$ cat config.mk
export PLATFORM = sky130hd
export DESIGN_NAME = arm_program_loader
export DESIGN_NICKNAME = d
export VERILOG_FILES = /design/src/rtl/arm_loader_pkg.sv /design/src/rtl/arm_word_assembler.sv /design/src/rtl/arm_program_loader.sv
export SDC_FILE = /design/constraint.sdc
export NUM_CORES = 1
export LEC_CHECK = 0
export CAP_MARGIN = 10
export CORE_MARGIN = 3
export CORE_UTILIZATION = 48
export DETAILED_ROUTE_END_ITERATION = 10
export PLACE_DENSITY_LB_ADDON = 0.05
export SYNTH_ARGS = -nofsm -noshare
export SYNTH_HDL_FRONTEND = slang
export SYNTH_SLANG_ARGS = --single-unit
$ cat constraint.sdc
create_clock -name i_CLK -period 2 [get_ports i_CLK]
set_input_delay 0.6 -clock i_CLK [delete_from_list [all_inputs] [get_ports i_CLK]]
set_output_delay 0.6 -clock i_CLK [all_outputs]
set_load 0.03 [all_outputs]
$ cat src/rtl/arm_loader_pkg.sv
// Shared types and constants for the boot-time program loader.
package arm_loader_pkg;

    typedef enum logic [2:0] {
        IDLE,
        LEN_LO,
        LEN_HI,
        DATA,
        FLUSH,
        CSUM,
        DONE,
        ERROR
    } state_t;

    localparam int LenWidth     = 16;
    localparam int BytesPerWord = 4;

endpackage

$ cat src/rtl/arm_word_assembler.sv
// Collects little-endian bytes into a word; word_full marks the byte that completes it.
module arm_word_assembler
    import arm_loader_pkg::*;
#(
    parameter int BusWidth = 32
) (
    input  logic                i_CLK,
    input  logic                i_RESET,
    input  logic                clear,
    input  logic                accept,
    input  logic [7:0]          data_byte,
    output logic [BusWidth-1:0] word,
    output logic                word_full
);

    logic [BusWidth-1:0] shift_q;
    logic [1:0]          byte_idx_q;

    // Newest byte enters at the top so the first byte ends up in [7:0].
    assign word      = {data_byte, shift_q[BusWidth-1:8]};
    assign word_full = accept && (byte_idx_q == 2'(BytesPerWord - 1));

    always_ff @(posedge i_CLK) begin
        if (i_RESET || clear) begin
            shift_q    <= '0;
            byte_idx_q <= '0;
        end else if (accept) begin
            shift_q    <= word;
            byte_idx_q <= byte_idx_q + 2'd1;
        end
    end

endmodule

$ cat src/rtl/arm_program_loader.sv
// Loads a length-prefixed program image from a byte stream into instruction RAM.
// Optional trailing XOR checksum byte: define ARM_LOADER_CHECKSUM_EN.
module arm_program_loader
    import arm_loader_pkg::*;
#(
    parameter int          BusWidth     = 32,
    parameter int          InstrMemSize = 64,
    parameter logic [31:0] BaseAddr     = 32'h0000_0000
) (
    input  logic                i_CLK,
    input  logic                i_RESET,
    input  logic                i_Start,
    input  logic                i_Byte_Valid,
    input  logic [7:0]          i_Byte,
    output logic                o_Byte_Ready,
    output logic                o_Write_Enable,
    output logic [BusWidth-1:0] o_Address,
    output logic [BusWidth-1:0] o_Write_Data,
    output logic                o_CPU_Hold,
    output logic                o_Done,
    output logic                o_Error
);

    state_t                state_q, state_d;
    logic [LenWidth-1:0]   count_q;
    logic [LenWidth-1:0]   word_idx_q;
    logic [LenWidth-1:0]   count_full;
    logic                  byte_accept;
    logic                  data_accept;
    logic                  start_load;
    logic                  last_word;
    logic                  word_full;
    logic [BusWidth-1:0]   asm_word;

    assign byte_accept = i_Byte_Valid && o_Byte_Ready;
    assign data_accept = byte_accept && (state_q == DATA);
    assign start_load  = i_Start && (state_q == IDLE || state_q == DONE || state_q == ERROR);
    assign count_full  = {i_Byte, count_q[7:0]};
    assign last_word   = (word_idx_q == count_q - 1'b1);

`ifdef ARM_LOADER_CHECKSUM_EN
    logic [7:0] csum_q;

    always_ff @(posedge i_CLK) begin
        if (i_RESET || start_load) begin
            csum_q <= '0;
        end else if (data_accept) begin
            csum_q <= csum_q ^ i_Byte;
        end
    end

    assign o_Byte_Ready = (state_q == LEN_LO) || (state_q == LEN_HI) ||
                          (state_q == DATA)   || (state_q == CSUM);
    assign o_CPU_Hold   = o_Byte_Ready || (state_q == FLUSH) || (state_q == ERROR);
`else
    assign o_Byte_Ready = (state_q == LEN_LO) || (state_q == LEN_HI) || (state_q == DATA);
    assign o_CPU_Hold   = o_Byte_Ready || (state_q == FLUSH) || (state_q == ERROR);
`endif
    assign o_Done  = (state_q == DONE);
    assign o_Error = (state_q == ERROR);

    arm_word_assembler #(
        .BusWidth (BusWidth)
    ) u_word_assembler (
        .i_CLK     (i_CLK),
        .i_RESET   (i_RESET),
        .clear     (start_load),
        .accept    (data_accept),
        .data_byte (i_Byte),
        .word      (asm_word),
        .word_full (word_full)
    );

    always_comb begin
        state_d = state_q;
        case (state_q)
            IDLE:   if (i_Start) state_d = LEN_LO;
            LEN_LO: if (byte_accept) state_d = LEN_HI;
            LEN_HI: begin
                if (byte_accept) begin
                    if (count_full == '0) begin
`ifdef ARM_LOADER_CHECKSUM_EN
                        state_d = CSUM;
`else
                        state_d = FLUSH;
`endif
                    end else if (count_full > LenWidth'(InstrMemSize)) begin
                        state_d = ERROR;
                    end else begin
                        state_d = DATA;
                    end
                end
            end
            DATA: begin
                if (word_full && last_word) begin
`ifdef ARM_LOADER_CHECKSUM_EN
                    state_d = CSUM;
`else
                    state_d = FLUSH;
`endif
                end
            end
            // Gives the final registered write pulse a cycle before the hold drops.
            FLUSH:  state_d = DONE;
`ifdef ARM_LOADER_CHECKSUM_EN
            CSUM:   if (byte_accept) state_d = (i_Byte == csum_q) ? DONE : ERROR;
`endif
            DONE:   if (i_Start) state_d = LEN_LO;
            ERROR:  if (i_Start) state_d = LEN_LO;
            default: state_d = IDLE;
        endcase
    end

    always_ff @(posedge i_CLK) begin
        if (i_RESET) begin
            state_q        <= IDLE;
            count_q        <= '0;
            word_idx_q     <= '0;
            o_Write_Enable <= 1'b0;
            o_Address      <= BaseAddr;
            o_Write_Data   <= '0;
        end else begin
            state_q        <= state_d;
            o_Write_Enable <= word_full;
            if (start_load) begin
                count_q    <= '0;
                word_idx_q <= '0;
            end else if (byte_accept && state_q == LEN_LO) begin
                count_q[7:0] <= i_Byte;
            end else if (byte_accept && state_q == LEN_HI) begin
                count_q <= count_full;
            end
            if (word_full) begin
                o_Write_Data <= asm_word;
                o_Address    <= BaseAddr + BusWidth'({word_idx_q, 2'b00});
                word_idx_q   <= word_idx_q + 1'b1;
            end
        end
    end

endmodule
Word-level counts from Yosys, hierarchy flattened
Cells that the tools add are included.
- register bits: 118
- output and inout port bits: 69
- word-level logic and storage cells: 57
- add/subtract/negate cells: 3
- order comparisons: 1
- equality and inequality tests: 12
- muxes and demuxes: 10
- bitwise operators: 1
- reduce and logical (&&, ||, !) cells: 21
- operators by type and width (operator ; count):
    $mux 16 ; 2
    $mux 3 ; 6
    $add 16x1->16 const B ; 1
    $eq 16x16->1 ; 1
    $gt 16x7->1 const B ; 1
    $logic_not 16->1 ; 1
    $sub 16x1->16 const B ; 1
    $pmux 3 s5 ; 1
    $eq 3x3->1 const B ; 3
    $mux 8 ; 1
    $logic_and 1x1->1 ; 7
    $logic_or 1x1->1 ; 7
    $eq 3x2->1 const B ; 2
    $ne 2x1->1 const B ; 2
    $ne 2x2->1 const B ; 2
    $reduce_and 4->1 ; 1
    $eq 3x1->1 const B ; 1
    $logic_not 3->1 ; 1
    $reduce_or 3->1 ; 1
    $add 2x1->2 const B ; 1
    $eq 2x2->1 const B ; 1
    $reduce_and 2->1 ; 1
    $reduce_bool 2->1 ; 1
    $reduce_or 2->1 ; 1
    $not 1->1 ; 1

Logic depth before layout (Yosys ltp)
Gate-level depths: netlist (run 1).
- depth in word-level cells: 9
- mapped depth: 9

Cells and area by module
Synthesis (run 1) repeated with hierarchy kept, for this count alone.
- cell total of the unflattened synthesis: 596
- area total of the unflattened synthesis: 5228.8 um^2
- modules (own cells, without submodules) (module ; times used ; cells each ; area each (um^2)):
    arm_program_loader ; 1 ; 501 ; 4189.0
    arm_word_assembler ; 1 ; 95 ; 1039.7

Least setup slack after synthesis (run 1)
Ideal clock, no wire load.
- kind: input-to-reg
- start: input port i_Byte_Valid
- end: register state_q[1]
- setup time: 0.138 ns
- data arrival time: 1.962 ns
- slack: -0.100 ns
- stages: 8
- path buffers: 2
- cells stage by stage: buf_2 > and4b_1 > buf_2 > nand2_2 > nor3_1 > nand3_1 > a2111oi_4 > a41oi_1
- cells in the longest elaborated chain, start to end: 6
- elaborated cells on any way between the ends: 8
- classes of those cells: eq/ne (3); reduce/logical (5)
- RTL lines (item ; RTL line ; source):
    start: declaration ; arm_program_loader.sv:13 ; input logic i_Byte_Valid,
    $logic_and 1x1->1 (*) ; arm_program_loader.sv:35 ; assign byte_accept = i_Byte_Valid && o_Byte_Ready;
    $logic_and 1x1->1 ; arm_program_loader.sv:36 ; assign data_accept = byte_accept && (state_q == DATA);
    $logic_and 1x1->1 ; arm_word_assembler.sv:21 ; assign word_full = accept && (byte_idx_q == 2'(BytesPerWord - 1));
    $logic_and 1x1->1 ; arm_program_loader.sv:95 ; if (word_full && last_word) begin
    $ne 2x1->1 (no source line) ; -- ;
    $reduce_and 4->1 (no source line) (*) ; -- ;
    end signal: assignment ; arm_program_loader.sv:123 ; state_q <= state_d;
    end: declaration ; arm_program_loader.sv:24 ; state_t state_q, state_d;
Every way passes the cells marked *; elsewhere a longest branch is shown, timed or not.
A chain may end at the register's enable or synchronous reset.

Worst setup path after layout (run 1)
- start: register count_q[0]
- end: register state_q[1]
- cells in the longest elaborated chain, start to end: 5
- elaborated cells on any way between the ends: 9
- classes of those cells: add/sub (1); eq/ne (2); mux (3); reduce/logical (3)
- RTL lines (item ; RTL line ; source):
    start: declaration ; arm_program_loader.sv:25 ; logic [LenWidth-1:0] count_q;
    start signal: assignment ; arm_program_loader.sv:129 ; count_q[7:0] <= i_Byte;
    start signal: assignment ; arm_program_loader.sv:131 ; count_q <= count_full;
    $sub 16x1->16 ; arm_program_loader.sv:39 ; assign last_word = (word_idx_q == count_q - 1'b1);
    $eq 16x16->1 ; arm_program_loader.sv:39 ;
    $logic_and 1x1->1 ; arm_program_loader.sv:95 ;
    $ne 2x1->1 (no source line) ; -- ;
    $reduce_and 4->1 (no source line) ; -- ;
Several ways; a longest one is shown, not always the timed one. The select of a mux whose other input is x is not followed.

==> results_tabular.tex, run 1 <==
\begin{tabular}{lr}
\hline
Metric & Value \\
\hline
\multicolumn{2}{l}{\textbf{STA}} \\
\quad Total negative slack for setup checks & -0.136 ns \\
\quad Final number of hold-violating endpoints & 0 \\
\quad Minimum period implied by the final worst setup slack & 2.06 ns \\
\quad Setup WS post-layout & -0.0620 ns \\
\quad Final worst path period share & 1.03 \\
\quad Worst-case clock skew & 0.00644 ns \\
\quad Headroom to the max-slew limit & 0.659 \\
\quad Unrepaired setup endpoints after global routing & yes \\
\quad Fmax & 485 MHz \\
\quad Setup violations, final & 3 \\
\quad Slew at the pin closest to its max-slew limit & 0.507 ns \\
\quad Final Max Tran Viols & 0 \\
\multicolumn{2}{l}{\textbf{Yosys}} \\
\quad Synth async-reset ratio & 0 \\
\quad Fraction of the mapped netlist area in simple logic gates & 0.262 \\
\quad Synth Flop Type & sky130\_fd\_sc\_hd\_\_dfxtp\_1 \\
\quad Synthesized cell area & 4960 sq um \\
\quad Area share of the largest cell type after synthesis & 0.444 \\
\quad Cell variety after synth & 61 \\
\quad Synthesized-area fraction occupied by adder cells & 0.00757 \\
\quad Sequential area share after synthesis & 0.444 \\
\quad Flops \& latches, synth & 110 \\
\quad Top cells by count, synth & sky130\_fd\_sc\_hd\_\_nand2\_1, sky130\_fd\_sc\_hd\_\_dfxtp\_1, sky130\_fd\_sc\_hd\_\_a21oi\_1, sky130\_fd\_sc\_hd\_\_nor2\_1, sky130\_fd\_sc\_hd\_\_clkbuf\_1 \\
\quad Cell type contributing the most total cell area after synthesis & sky130\_fd\_sc\_hd\_\_dfxtp\_1 \\
\quad Synthesis Warnings & 0 \\
\quad Cell count after synthesis & 639 \\
\quad Compound-cell area share of the yosys netlist & 0.162 \\
\quad Main area contributors after synthesis & sky130\_fd\_sc\_hd\_\_dfxtp\_1, sky130\_fd\_sc\_hd\_\_nand2\_1, sky130\_fd\_sc\_hd\_\_a21oi\_1 \\
\quad Most common cell in the netlist & sky130\_fd\_sc\_hd\_\_nand2\_1 \\
\quad Avg Cell Area, Syn & 7.76 sq um \\
\quad Portion of netlist area occupied by mux cells & 0.0217 \\
\quad Main combinational cell family by area after synthesis & simple AND/OR/NAND/NOR gates \\
\quad Post-synthesis share of cell area spent on xor and xnor gates & 0.0366 \\
\quad Number of synthesized flops with an enable pin & 0 \\
\multicolumn{2}{l}{\textbf{Drt}} \\
\quad Via-to-Cell Ratio & 5.27 \\
\quad Number of antenna-violating nets in the routed design & 0 \\
\quad Residual DRC & 0 \\
\quad Iteration-0 DRC count of the detailed router & 190 \\
\quad Routed wirelength normalized by instance count & 14.8 um \\
\quad Routed Wire Length & 12.6 mm \\
\quad DRT Pass-1 Iters & 4 \\
\quad Via count & 4486 \\
\multicolumn{2}{l}{\textbf{Clocking}} \\
\quad TritonCTS clock tree & yes \\
\quad Depth of the CTS H-tree & 3 \\
\quad Cts bufs inserted & 9 \\
\quad Clock Root Buffer & sky130\_fd\_sc\_hd\_\_clkbuf\_8 \\
\quad CTS Hold Bufs & 0 \\
\quad Clock transition at path regs & 0.10 ns \\
\quad Deepest clock path buffer count & 2 \\
\quad Number of clock sinks & 110 \\
\quad Clock insertion delay at the later pin of the skew report & 0.37 ns \\
\multicolumn{2}{l}{\textbf{Critical path}} \\
\quad Kind of critical path & reg2reg \\
\quad CP peak stage delay & 0.40 ns \\
\quad Crit path capture type & flip-flop \\
\quad Critical Path, Cell by Cell & nor2\_1 > nand2\_2 > o311a\_1 > o31a\_1 > a2111oi\_4 > a41oi\_2 \\
\quad Worst-path cell with the longest stage delay & sky130\_fd\_sc\_hd\_\_a2111oi\_4 \\
\quad Data arrival time of the critical path & 2.30 ns \\
\quad Critical path fanouts, max & 6 \\
\quad Largest delay contributor family on the critical path & compound AO/OA/AOI/OAI gates \\
\quad Worst setup SP type & flip-flop \\
\quad Critical path buffer and inverter count & 0 \\
\quad Required time of the worst setup path & 2.23 ns \\
\multicolumn{2}{l}{\textbf{Floorplan}} \\
\quad Initial cell density of the core & 0.501 \\
\quad I/O Pins & 81 \\
\quad Vertical die dimension & 108 um \\
\quad Placeable core region & 9910 sq um \\
\quad Die extent in x & 108 um \\
\quad Total number of placement rows & 36 \\
\quad Die ar. & 11600 sq um \\
\multicolumn{2}{l}{\textbf{Global route}} \\
\quad Leftover overflow at the end of global routing & 0 \\
\quad First-pass GRT wire length & 20.6 mm \\
\quad Aggregate global-route resource usage & 0.222 \\
\quad Initial antenna violation count & 0 \\
\quad Maximum number of pins on one net before global-route repair & 65 \\
\quad Vias in the first global route & 4315 \\
\multicolumn{2}{l}{\textbf{Placed design}} \\
\quad Routability cong. & 0.870 \\
\quad Post-DP HPWL & 8.86 mm \\
\quad Cell area after placement & 5880 sq um \\
\quad IO Port Bufs & 64 \\
\multicolumn{2}{l}{\textbf{Power and ir drop}} \\
\quad Power Density & 783 nW/um\^{}2 \\
\quad Leak & 2.55 nW \\
\quad Overall power consumption & 0.00483 W \\
\quad Peak supply drop & 0.000442 V \\
\multicolumn{2}{l}{\textbf{Cells and area}} \\
\quad Post-layout nets & 730 \\
\quad Synth-to-Final Area Change & 24.4\% \\
\quad Final cell area excluding filler cells & 6170 sq um \\
\quad Antenna Cells & 0 \\
\quad Number of inserted filler cells in the final layout & 910 \\
\quad End-of-flow core utilization & 0.623 \\
\quad Fraction of layout cells with a size suffix above 1 & 0.135 \\
\multicolumn{2}{l}{\textbf{Run status}} \\
\quad Violations in the final reports & negative setup slack \\
\quad Run status & finished, violations left \\
\multicolumn{2}{l}{\textbf{Worst hold path}} \\
\quad Path class of the lowest-slack min-delay path & reg2reg \\
\multicolumn{2}{l}{\textbf{Job}} \\
\quad Total of max-cap violations & 0 \\
\hline
\end{tabular}
[worst reg2reg max path: stages (launching register included)]
cell                        delay (ns)
sky130_fd_sc_hd__dfxtp_1          0.35
sky130_fd_sc_hd__nor2_1           0.39
sky130_fd_sc_hd__nand2_2          0.14
sky130_fd_sc_hd__o311a_1          0.37
sky130_fd_sc_hd__o31a_1           0.13
sky130_fd_sc_hd__a2111oi_4        0.40
sky130_fd_sc_hd__a41oi_2          0.15
[path summary, 6_finish.rpt]
check	from	to	slack, ns	depth (start not counted)
min reg2reg	o_Write_Data[21]	o_Write_Data[21]	0.46	2
max reg2reg	count_q[0]	state_q[1]	-0.06	6
min	o_Write_Data[21]	o_Write_Data[21]	0.46	2
max	count_q[0]	state_q[1]	-0.06	6
[metal layers]
metal | global-route usage | wire, um | vias to the layer above
met1 | 0.291 | 5650 | 2127
li1 | - | - | 2266
met3 | 0.0432 | 525 | 8
met2 | 0.375 | 6340 | 85
met4 | 0.0577 | 98 | 0
met5 | 0 | 0 | -
[report_power, final]
part           internal (W)  switching (W)  leakage, nW  total (W)
Clock              0.000525       0.000747       0.0938    0.00127
Combinational      0.000506       0.000733         1.57    0.00124
Sequential          0.00224      0.0000765        0.889    0.00232
Total               0.00327        0.00156         2.55    0.00483
[stage by stage]
stage,std cells,hold slack [ns],worst slack [ns]
after floorplan,654,0.432,0.00409
after global placement,833,0.444,-0.430
after detailed placement,833,0.447,-0.468
after CTS,849,0.458,-0.0391
after global routing,851,0.477,-0.166
final,851,0.456,-0.0620
[cell usage in the layout, fill, tap and decap left out, drive strengths merged, types with 4 or more instances in the layout]
cell and n:
mux2 6, dlymetal6s2s 12, clkdlybuf4s50 10, buf 49, inv 8, xor2 8, nor2 27, a31oi 4
o21ai 9, nor3 12, clkbuf 11, mux2i 4, nand2 202, xnor2 10, conb 16, dfxtp 110
a21oi 105, and3 8, dlygate4sd2 37, nand3 15
[what timing repair did]
action,4_1_cts,5_1_grt
setup endpoints to repair,46,26
pin swaps,6,11
buffers inserted,2,2
resized for setup,47,26
[cell type report]
| cell class | instances | area [sq um] | area share |
|---|---|---|---|
| multi-input cells | 480 | 2580 | 0.419 |
| flip-flops and latches | 110 | 2210 | 0.358 |
| repair buffers | 108 | 1010 | 0.163 |
| well taps | 133 | 166 | 0.0270 |
| clock buffers | 11 | 151 | 0.0245 |
| clock inverters | 3 | 28.8 | 0.00466 |
| inverters | 6 | 22.5 | 0.00365 |
[flip-flops by register name (all words and copies together), names as in the netlist]
signal	cells
u_word_assembler.byte_idx_q	2
u_word_assembler.shift_q	24
state_q	3
o_Address	16
o_Write_Data	32
word_idx_q	16
o_Write_Enable	1
count_q	16
[kinds of logic after synthesis]
| kind of cell | Yosys count |
|---|---|
| compound gates | 139 |
| xor+xnor | 19 |
| fa+ha+maj | 3 |
| buf+inv | 64 |
| flops | 110 |
| mux | 10 |
| other cells | 1 |
| simple gates | 293 |
Power figures use the tool's default switching activity.
==> inputs of run 2 (changes only) <==
--- a/config.mk
+++ b/config.mk
@@ -7,9 +7,12 @@
 export LEC_CHECK = 0
 export CAP_MARGIN = 10
 export CORE_MARGIN = 3
-export CORE_UTILIZATION = 48
+export CORE_UTILIZATION = 50
+export CTS_BUF_LIST = sky130_fd_sc_hd__clkbuf_8
+export CTS_CLUSTER_DIAMETER = 30
 export DETAILED_ROUTE_END_ITERATION = 10
 export PLACE_DENSITY_LB_ADDON = 0.05
+export REMOVE_ABC_BUFFERS = 1
 export SYNTH_ARGS = -nofsm -noshare
 export SYNTH_HDL_FRONTEND = slang
 export SYNTH_SLANG_ARGS = --single-unit
==> run 2 against run 1 <==
  * The run now ends clean
  * Highest routed layer unchanged
  * Clock skew rose by 0.0092 ns
  * Register-to-register slack improved by 0.09 ns
  * Sequential power fell by 2%
  * Sequential cell count is the same
  * Count of clock-buffer cells in the layout is 1 lower
  * Combinational power up 4%
  * Power increased by 1.2%
  * Worst setup slack gained 0.075 ns
  * Worst hold slack worse by 0.00073 ns
  * Non-clock buffer count increased by 3
  * Utilization is 4.3 points higher
==> results_tabular.tex, run 2 (synthesized netlist as in run 1, its figures left out) <==
\begin{tabular}{lr}
\hline
Metric & Value \\
\hline
\multicolumn{2}{l}{\textbf{Clocking}} \\
\quad Deepest clock path buffer count & 2 \\
\quad Clock Root Buffer & sky130\_fd\_sc\_hd\_\_clkbuf\_8 \\
\quad Clock insertion delay at the later pin of the skew report & 0.36 ns \\
\quad Number of clock sinks & 110 \\
\quad TritonCTS clock tree & yes \\
\quad Clock transition at path regs & 0.11 ns \\
\quad Cts bufs inserted & 9 \\
\quad Number of setup buffers added after CTS & 0 \\
\quad Depth of the CTS H-tree & 3 \\
\multicolumn{2}{l}{\textbf{Critical path}} \\
\quad Critical path fanouts, max & 6 \\
\quad Worst setup SP type & input pin \\
\quad Kind of critical path & in2reg \\
\quad Logic depth of the worst register-to-register path & 7 \\
\quad Data arrival time of the critical path & 2.29 ns \\
\quad Worst R2R End & state\_q[1] \\
\quad Critical path buffer and inverter count & 1 \\
\quad Source of the worst register-to-register timing path & count\_q[2] \\
\quad Largest delay contributor family on the critical path & simple AND/OR/NAND/NOR gates \\
\quad CP peak stage delay & 0.49 ns \\
\quad Worst-path cell with the longest stage delay & sky130\_fd\_sc\_hd\_\_or4\_4 \\
\quad Crit path capture type & flip-flop \\
\quad Required time of the worst setup path & 2.30 ns \\
\quad R2r setup slk & 0.03 ns \\
\quad Critical Path, Cell by Cell & clkdlybuf4s50\_1 > and4b\_2 > and3\_4 > nand3\_4 > or4\_4 > a21oi\_2 \\
\multicolumn{2}{l}{\textbf{Worst hold path}} \\
\quad Path class of the lowest-slack min-delay path & reg2reg \\
\quad Hold wc startpoint & o\_Address[9] \\
\quad Hold worst-path end & o\_Address[9] \\
\quad Worst Hold Depth & 2 \\
\multicolumn{2}{l}{\textbf{Drt}} \\
\quad Routed wirelength normalized by instance count & 14.3 um \\
\quad DRT Pass-1 Iters & 4 \\
\quad Routed Wire Length & 12.2 mm \\
\quad Via count & 4487 \\
\quad Via-to-Cell Ratio & 5.27 \\
\quad Number of antenna-violating nets in the routed design & 0 \\
\quad Iteration-0 DRC count of the detailed router & 180 \\
\quad Residual DRC & 0 \\
\multicolumn{2}{l}{\textbf{Power and ir drop}} \\
\quad Power Density & 776 nW/um\^{}2 \\
\quad Leak & 2.81 nW \\
\quad Peak supply drop & 0.000482 V \\
\multicolumn{2}{l}{\textbf{Floorplan}} \\
\quad Placeable core region & 9460 sq um \\
\quad Vertical die dimension & 106 um \\
\quad Die ar. & 11200 sq um \\
\quad Die extent in x & 106 um \\
\quad Initial cell density of the core & 0.524 \\
\quad Total number of placement rows & 35 \\
\quad I/O Pins & 81 \\
\multicolumn{2}{l}{\textbf{STA}} \\
\quad Final number of hold-violating endpoints & 0 \\
\quad Worst-case clock skew & 0.0157 ns \\
\quad Fmax & 503 MHz \\
\quad Final worst path period share & 0.994 \\
\quad Final Max Tran Viols & 0 \\
\quad Total negative slack for setup checks & 0 ns \\
\quad Setup violations, final & 0 \\
\quad Unrepaired setup endpoints after global routing & yes \\
\quad Minimum period implied by the final worst setup slack & 1.99 ns \\
\multicolumn{2}{l}{\textbf{Cells and area}} \\
\quad Number of inserted filler cells in the final layout & 851 \\
\quad Antenna Cells & 0 \\
\quad Final cell area excluding filler cells & 6300 sq um \\
\quad Synth-to-Final Area Change & 27.0\% \\
\quad Most common cell after layout, fill and taps aside & sky130\_fd\_sc\_hd\_\_nand2\_1 \\
\quad Highest-count cells in the layout ignoring fill and taps & sky130\_fd\_sc\_hd\_\_nand2\_1, sky130\_fd\_sc\_hd\_\_dfxtp\_1, sky130\_fd\_sc\_hd\_\_a21oi\_1 \\
\quad Fraction of layout cells with a size suffix above 1 & 0.145 \\
\quad Flip-flop count of the largest register after layout & 32 \\
\quad Post-layout nets & 733 \\
\quad Largest registers in the final layout & o\_Write\_Data: 32 flops, u\_word\_assembler.shift\_q: 24 flops \\
\quad Most flop-heavy register & o\_Write\_Data \\
\multicolumn{2}{l}{\textbf{Job}} \\
\quad Total of max-cap violations & 0 \\
\multicolumn{2}{l}{\textbf{Placed design}} \\
\quad IO Port Bufs & 64 \\
\quad Cell area after placement & 5930 sq um \\
\quad Post-DP HPWL & 8.90 mm \\
\quad Routability cong. & 0.920 \\
\multicolumn{2}{l}{\textbf{Global route}} \\
\quad Leftover overflow at the end of global routing & 0 \\
\quad Maximum number of pins on one net before global-route repair & 43 \\
\quad Aggregate global-route resource usage & 0.225 \\
\quad First-pass GRT wire length & 20.8 mm \\
\quad Initial antenna violation count & 0 \\
\quad Vias in the first global route & 4371 \\
\multicolumn{2}{l}{\textbf{Run status}} \\
\quad Run status & completed \\
\hline
\end{tabular}
[run 2: cell types whose count changed in the layout (fill, tap and decap cells not counted), sizes merged]
cell	change
clkinvlp	+1
clkinv	+1
buf	+3
dlymetal6s2s	+18
dlygate4sd2	-20
inv	+1
clkbuf	-1
clkdlybuf4s50	+2
[run 2: layout make-up]
cell class / instances / area (sq um) / share of cell area
tap: 129 / 161 / 0.0256
timing repair buffer: 111 / 1110 / 0.177
inverter: 6 / 22.5 / 0.00357
clock inverter: 6 / 61.3 / 0.00973
sequential: 110 / 2210 / 0.351
multi-input combinational: 480 / 2590 / 0.412
clock buffer: 10 / 138 / 0.0218
[run 2: power breakdown]
group	internal (W)	total (W)	switching [W]	leakage [nW]
Clock	0.000519	0.00132	0.000797	0.0982
Sequential	0.00224	0.00228	0.0000490	0.889
Combinational	0.000534	0.00129	0.000755	1.82
Total	0.00329	0.00489	0.00160	2.81
[run 2: worst max path at each step]
stage               slack [ns]    startpoint  cells after the start        endpoint
detailed placement       -0.47  i_Byte_Valid                      6  word_idx_q[15]
finish                    0.01  i_Byte_Valid                      6  word_idx_q[15]
global placement         -0.45  i_Byte_Valid                      6  word_idx_q[15]
global route             -0.09    count_q[2]                      7      state_q[1]
floorplan                -0.95    state_q[1]                      4  word_idx_q[14]
CTS                      -0.02  i_Byte_Valid                      7      state_q[1]
[run 2: stage by stage]
step | total power, W | hold slack (ns) | setup WS [ns] | instances | utilization
after global routing | 0.00513 | 0.472 | -0.0927 | 852 | 0.666
after global placement | 0.00354 | 0.440 | -0.452 | 836 | 0.627
after detailed placement | 0.00356 | 0.445 | -0.469 | 836 | 0.627
after CTS | 0.00488 | 0.461 | -0.0181 | 852 | 0.649
final | 0.00489 | 0.455 | 0.0126 | 852 | 0.666
after floorplan | 0.00308 | 0.426 | -0.947 | 596 | -
[run 2: worst reg2reg max path: cells and delay by family, from the launching register on]
family | cells | cell delay [ns]
buffers and inverters | 1 | 0.17
DFF | 1 | 0.38
and+or+nand+nor | 2 | 0.48
AOI/OAI and AO/OA | 4 | 0.81
[run 2: timing repair]
action	4_1_cts	5_1_grt
pin swaps	1	7
resized for setup	23	52
hold buffers	0	0
gates cloned	0	0
setup endpoints to repair	24	40
[run 2: layer usage]
metal / vias up / wire length [um] / global-route usage
met3: 11 / 470 / 0.0441
met4: 0 / 106 / 0.0537
met1: 2106 / 5480 / 0.276
met5: - / 0 / 0
li1: 2284 / - / -
met2: 86 / 6140 / 0.406
